$ cat src/rtl/alu_dispatch_pkg.sv
// Shared types and default constants for the ALU function dispatcher.
package alu_dispatch_pkg;

  typedef enum logic [1:0] {
    ST_IDLE  = 2'b00,
    ST_BUSY  = 2'b01,
    ST_DONE  = 2'b10,
    ST_ABORT = 2'b11
  } state_t;

  localparam int DEF_SEL_W       = 2;
  localparam int DEF_NUM_UNITS   = 4;
  localparam int DEF_TIMEOUT_CYC = 16;

endpackage

$ cat src/rtl/alu_dispatch_fun_onehot_dec.sv
// Code-to-one-hot decoder with enable; flags codes that address no existing unit.
module fun_onehot_dec
  import alu_dispatch_pkg::*;
#(
  parameter int SEL_W     = DEF_SEL_W,
  parameter int NUM_UNITS = DEF_NUM_UNITS
) (
  input  logic [SEL_W-1:0]     code,
  input  logic                 en,
  output logic [NUM_UNITS-1:0] onehot,
  output logic                 legal
);

  always_comb begin
    onehot = '0;
    legal  = (int'(code) < NUM_UNITS);
    for (int i = 0; i < NUM_UNITS; i++) begin
      if (en && (int'(code) == i)) begin
        onehot[i] = 1'b1;
      end
    end
  end

endmodule

$ cat src/rtl/alu_dispatch.sv
// Registered ALU function dispatcher: valid/ready request in, one-hot unit enable held until done.
// Optional BUSY watchdog enabled by defining ALU_DISPATCH_TIMEOUT_EN.
module alu_dispatch
  import alu_dispatch_pkg::*;
#(
  parameter int SEL_W       = DEF_SEL_W,
  parameter int NUM_UNITS   = DEF_NUM_UNITS,
  parameter int TIMEOUT_CYC = DEF_TIMEOUT_CYC
) (
  input  logic                 CLK,
  input  logic                 RST,
  input  logic [SEL_W-1:0]     ALU_FUN,
  input  logic                 Req_Valid,
  output logic                 Req_Ready,
  output logic [NUM_UNITS-1:0] Unit_Enable,
  input  logic [NUM_UNITS-1:0] Unit_Done,
  output logic                 Op_Done,
  output logic                 Illegal_Op,
  output logic                 Timeout,
  output logic                 Busy
);

  if (NUM_UNITS < 1 || NUM_UNITS > 2**SEL_W || TIMEOUT_CYC < 1) begin : g_bad_params
    $error("alu_dispatch: illegal parameter combination");
  end

  state_t               state;
  logic [SEL_W-1:0]     sel_q;
  logic                 illegal_q;
  logic [NUM_UNITS-1:0] dec_onehot;
  logic                 dec_legal;
  logic                 fun_legal;
  logic                 sel_done;
  logic                 limit_hit;

  // Only the latched code drives the enables, so later ALU_FUN changes are invisible.
  fun_onehot_dec #(
    .SEL_W     (SEL_W),
    .NUM_UNITS (NUM_UNITS)
  ) u_dec (
    .code   (sel_q),
    .en     (state == ST_BUSY),
    .onehot (dec_onehot),
    .legal  (dec_legal)
  );

  assign fun_legal = (int'(ALU_FUN) < NUM_UNITS);
  assign sel_done  = |(Unit_Done & dec_onehot);

`ifdef ALU_DISPATCH_TIMEOUT_EN
  localparam int CNT_W = $clog2(TIMEOUT_CYC + 1);
  logic [CNT_W-1:0] wait_cnt;
  assign limit_hit = (wait_cnt == CNT_W'(TIMEOUT_CYC - 1));
`else
  assign limit_hit = 1'b0;
`endif

  // Done is tested before the limit so a coincident completion is never aborted.
  always_ff @(posedge CLK or posedge RST) begin
    if (RST) begin
      state     <= ST_IDLE;
      sel_q     <= '0;
      illegal_q <= 1'b0;
`ifdef ALU_DISPATCH_TIMEOUT_EN
      wait_cnt  <= '0;
`endif
    end else begin
      illegal_q <= 1'b0;
      case (state)
        ST_IDLE: begin
          if (Req_Valid) begin
            if (fun_legal) begin
              sel_q <= ALU_FUN;
              state <= ST_BUSY;
`ifdef ALU_DISPATCH_TIMEOUT_EN
              wait_cnt <= '0;
`endif
            end else begin
              illegal_q <= 1'b1;
            end
          end
        end
        ST_BUSY: begin
          if (sel_done) begin
            state <= ST_DONE;
          end else if (limit_hit) begin
            state <= ST_ABORT;
          end else begin
`ifdef ALU_DISPATCH_TIMEOUT_EN
            wait_cnt <= wait_cnt + 1'b1;
`endif
          end
        end
        default: state <= ST_IDLE;
      endcase
    end
  end

  assign Req_Ready   = (state == ST_IDLE);
  assign Busy        = (state != ST_IDLE);
  assign Op_Done     = (state == ST_DONE);
  assign Illegal_Op  = illegal_q;
  assign Unit_Enable = dec_onehot & {NUM_UNITS{dec_legal}};
`ifdef ALU_DISPATCH_TIMEOUT_EN
  assign Timeout     = (state == ST_ABORT);
`else
  assign Timeout     = 1'b0;
`endif

endmodule

$ cat config.mk
export PLATFORM = sky130hd
export DESIGN_NAME = alu_dispatch
export DESIGN_NICKNAME = d
export VERILOG_FILES = /design/src/rtl/alu_dispatch_pkg.sv /design/src/rtl/alu_dispatch_fun_onehot_dec.sv /design/src/rtl/alu_dispatch.sv
export SDC_FILE = /design/constraint.sdc
export NUM_CORES = 1
export LEC_CHECK = 0
export CORE_AREA = 4 4 41 43
export CTS_CLUSTER_DIAMETER = 60
export DETAILED_ROUTE_END_ITERATION = 12
export DIE_AREA = 0 0 45 47
export GPL_ROUTABILITY_DRIVEN = 0
export GPL_TIMING_DRIVEN = 0
export PLACE_DENSITY = 0.62
export SLEW_MARGIN = 20
export SYNTH_ARGS = -nofsm -noshare
export SYNTH_HDL_FRONTEND = slang
export SYNTH_HIERARCHICAL = 1
export SYNTH_SLANG_ARGS = --single-unit
$ cat constraint.sdc
create_clock -name CLK -period 2.8 [get_ports CLK]
set_input_delay 0.56 -clock CLK [delete_from_list [all_inputs] [get_ports CLK]]
set_output_delay 0.56 -clock CLK [all_outputs]
set_load 0.05 [all_outputs]
; Yosys cells after proc, flatten, opt, wreduce, memory -nomap -nowiden
; Index checks and enable logic that the tools add are counted.
[classes]
n_eq_ne = 7
mux = 7
bitwise_logic = 1
n_reduce_logical = 10
[op_table]
columns = op, count
row1 = $eq A2 B2 Y1 const B, 3
row2 = $and A4 B4 Y4, 1
row3 = $eq A2 B1 Y1 const B, 2
row4 = $logic_and A1 B1 Y1, 4
row5 = $logic_not A2 Y1, 2
row6 = $mux W1, 4
row7 = $mux W2, 2
row8 = $ne A2 B2 Y1 const B, 2
row9 = $pmux W2 S2, 1
row10 = $reduce_and A2 Y1, 2
row11 = $reduce_or A4 Y1, 1
row12 = $reduce_bool A2 Y1, 1
[totals]
reg_bits = 4
inputBits = 9
out_inout_bits = 9
wordCells = 27

; Logic depth before layout (Yosys ltp)
[logic_depth]
word_depth = 7
depth_mapped = 4
depth_no_buf = 4

; By module
; Netlist, hierarchy kept.
[by_module_without_submodules]
columns = module, n_inst, cells_per_inst, area_per_inst_um2, seq_area_each_um2
row1 = alu_dispatch, 1, 23, 237.7, 100.1
row2 = fun_onehot_dec, 1, 6, 48.8, 0.0

; Least setup slack after synthesis
; OpenSTA, ideal clock, no wires.
[synth_path]
path_kind = register -> output
startpoint = register state[1]
endpoint = output port Unit_Enable[0]
t_arrival_ns = 1.236
t_required_ns = 2.240
setup_slack_ns = 1.004
stages_incl_launch_ff = 4
n_path_buf = 0
path_cell_list = dfrtp_1 and2b_1 nor3b_2 and2_1
[synth_via]
elab_chain_len = 3
[synth_lines]
columns = element, line
row1 = from (decl), alu_dispatch.sv:27  ; state_t state;
row2 = from (signal assigned), alu_dispatch.sv:61  ; state <= ST_IDLE;
row3 = from (signal assigned), alu_dispatch.sv:74  ; state <= ST_BUSY;
row4 = from (signal assigned), alu_dispatch.sv:85  ; state <= ST_DONE;
row5 = $eq A2 B1 Y1, alu_dispatch.sv:42  ; .en (state == ST_BUSY),
row6 = $logic_and A1 B1 Y1, alu_dispatch_fun_onehot_dec.sv:18  ; if (en && (int'(code) == i)) begin
row7 = $mux W1, alu_dispatch_fun_onehot_dec.sv:18
row8 = to (decl), alu_dispatch.sv:15  ; output logic [NUM_UNITS-1:0] Unit_Enable,
; Every way passes these cells.

; Worst setup path in the final report
; Ends and elaborated chain as after synthesis.

==> impl_metrics.env <==
export IMPL_status="complete, no violations"
export IMPL_crit_required_ns=2.24
export IMPL_critical_path_top_delay_family="buffers and inverters"
export IMPL_area_growth_pct=68.1
export IMPL_worstSkewPairLatency_ns=0.23
export IMPL_fp_dieArea_mm2=0.00212
export IMPL_cts_setup_buffers=0
export IMPL_max_cap_violations=0
export IMPL_setup_violations_final=0
export IMPL_postCtsHoldBufs=0
export IMPL_critPathBufInv=1
export IMPL_avgSynthCellArea_um2=9.88
export IMPL_slew_viol_final=0
export IMPL_synthTopCellsByCount="4 x and2_1, 4 x dfrtp_1, 3 x buf_4"
export IMPL_cts_resized_gates=0
export IMPL_grt_max_degree=7
export IMPL_cts_tree="done"
export IMPL_tightest_slew_ns=0.497
export IMPL_synth_top_area_frac=0.349
export IMPL_die_x_um=45
export IMPL_ys_top_cells_by_area="dfrtp_1 35%, and2_1 8.7%, nor3b_2 8.7%, buf_4 7.9%, mux2_2 7.9%"
export IMPL_ff2ff_path_depth=4
export IMPL_ys_async_sr_fraction=1.00
export IMPL_nets=59
export IMPL_drtPass1Iterations=2
export IMPL_crit_fanout=6
export IMPL_crit_slowest_cell="clkdlybuf4s50_1"
export IMPL_crit_cells=4
export IMPL_antenna_found_initial=0
export IMPL_cp_slowest_stage_delay_ns=0.79
export IMPL_via_per_inst=4.00
export IMPL_cts_htree_levels=1
export IMPL_port_buffers=15
export IMPL_synth_flop_cell="dfrtp_1"
export IMPL_ys_warn_count=6
export IMPL_grt_pass1_vias=253
export IMPL_peakVddDrop_mv=0.327
export IMPL_ys_seq_elements=4
export IMPL_postPlaceCellArea_um2=459
export IMPL_drive_gt1_frac=0.271
export IMPL_rsz0062_at_grt="no"
export IMPL_clockBufferDepth=2
export IMPL_diodes=0
export IMPL_pwr_share_clk=0.125
export IMPL_antenna_left=0
export IMPL_die_h_um=47
export IMPL_cts_sinks=4
export IMPL_leakage_nw=0.217
export IMPL_skew_ns=0.000785
export IMPL_intPower_mw=0.288
export IMPL_grt_usage=0.0674
export IMPL_syn_instance_count=29
export IMPL_synth_edf_count=0
export IMPL_path_clk_slew_ns=0.03
export IMPL_grt_pass1_wl_um=972
export IMPL_crit_chain="and2b_1 > nor3b_2 > and2_1 > clkdlybuf4s50_1"
export IMPL_power_density_mw_per_mm2=1130
export IMPL_comb_power_share=0.656
export IMPL_rows=13
export IMPL_cp_end_kind="output pin"
export IMPL_switching_share=0.469
export IMPL_stdcell_area_um2=482
export IMPL_cts_buffers=3
export IMPL_drt_iter0_drc=1
export IMPL_synth_top_area_cell="dfrtp_1"
export IMPL_core_area_mm2=0.00130
export IMPL_final_hold_viol_count=0
export IMPL_holdCritPathClass="primary input to asynchronous set/reset pin"
export IMPL_crit_type="register to output pin"
export IMPL_power_switching_mw=0.255
export IMPL_initial_core_util=0.220
export IMPL_pwr_share_seq=0.219
export IMPL_gr_total_overflow=0
export IMPL_cts_root_buf="clkbuf_4"
export IMPL_io_pins=18
export IMPL_vias=252
export IMPL_wl_per_cell_um=9.27
export IMPL_period_share=0.927
export IMPL_fmax_mhz=385
export IMPL_setup_tns_final_ns=0
export IMPL_relSlewSlack=0.668
export IMPL_netlist_cell_type_count=15
export IMPL_routed_wl_um=584
export IMPL_arrival_ns=2.04
export IMPL_syn_area_um2=287
export IMPL_drc_errors=0
export IMPL_fin_hold_ws_ns=0.510
export IMPL_finalCriticalPeriod_ns=2.60
export IMPL_start_kind="register"
export IMPL_ys_seq_area_frac=0.349
[power groups by stage]
stage	registers [mW]	logic [mW]	clock network, mW
6_report	0.119	0.356	0.0681
5_1_grt	0.123	0.381	0.0784
4_1_cts	0.120	0.359	0.0725
3_5_place_dp	0.121	0.359	0
3_3_place_gp	0.120	0.356	0
2_1_floorplan	0.113	0.263	0
[sequential cells by signal, indices dropped and copies added, names as in the netlist]
signal,flops
state,2
sel_q,2
[cell usage in the layout, fill, tap and decap left out]
cell type,n
nor2b_1,1
buf_4,3
and2b_1,1
clkdlybuf4s50_1,15
and2_1,4
dfrtp_1,4
clkbuf_4,3
a22oi_1,2
mux2_2,2
nor3b_2,2
a21boi_0,1
and3_2,1
conb_1,3
and3b_1,2
or2_2,1
inv_1,2
a31o_2,1
[per-layer routing]
metal  routed length (µm)  track usage  vias up
met4                    0       0.0351        0
met2                  275        0.102       12
met5                    0            0        -
met1                  238       0.0690      106
met3                   69       0.0498        0
li1                     -            -      134
[layout make-up]
cell class	count	area [µm²]
well taps	15	18.8
fillers	147	820
flip-flops and latches	4	100
multi-input cells	21	160
plain buffers	3	22.5
repair buffers	15	150
clock buffers	3	22.5
inverters	2	7.51
[cells by family (layout without fill, tap and decap cells)]
kind of cell	after synthesis	count (layout)	share of synthesized area
flip-flops	4	4	0.349
AO/OA/AOI/OAI	4	4	0.109
buffers and inverters	5	23	0.105
AND/OR/NAND/NOR	12	12	0.332
other	2	3	0.0262
multiplexers	2	2	0.0786
[metrics by stage]
| stage | utilization | cells | worst slack, ns | power (mW) |
|---|---|---|---|---|
| floorplan | - | 30 | 1.00 | 0.376 |
| global placement | 0.353 | 60 | 0.442 | 0.476 |
| detailed placement | 0.353 | 60 | 0.428 | 0.479 |
| CTS | 0.370 | 63 | 0.172 | 0.552 |
| global route | 0.370 | 63 | 0.0713 | 0.583 |
| finish | 0.370 | 63 | 0.204 | 0.543 |
[path summary, 6_finish.rpt]
kind                                           start              endpoint  slack, ns
worst max register to register  state[1]$_DFFE_PP0P_  state[0]$_DFFE_PP0P_       1.43
worst min-delay path                             RST  state[1]$_DFFE_PP0P_       0.51
max in group asynchronous                        RST  sel_q[0]$_DFFE_PP0P_       2.14
worst min register to register  sel_q[1]$_DFFE_PP0P_  sel_q[1]$_DFFE_PP0P_       0.59
worst max-delay path            state[1]$_DFFE_PP0P_        Unit_Enable[0]       0.20
min in group CLK                sel_q[1]$_DFFE_PP0P_  sel_q[1]$_DFFE_PP0P_       0.59
(Power assumes the default switching activity.)
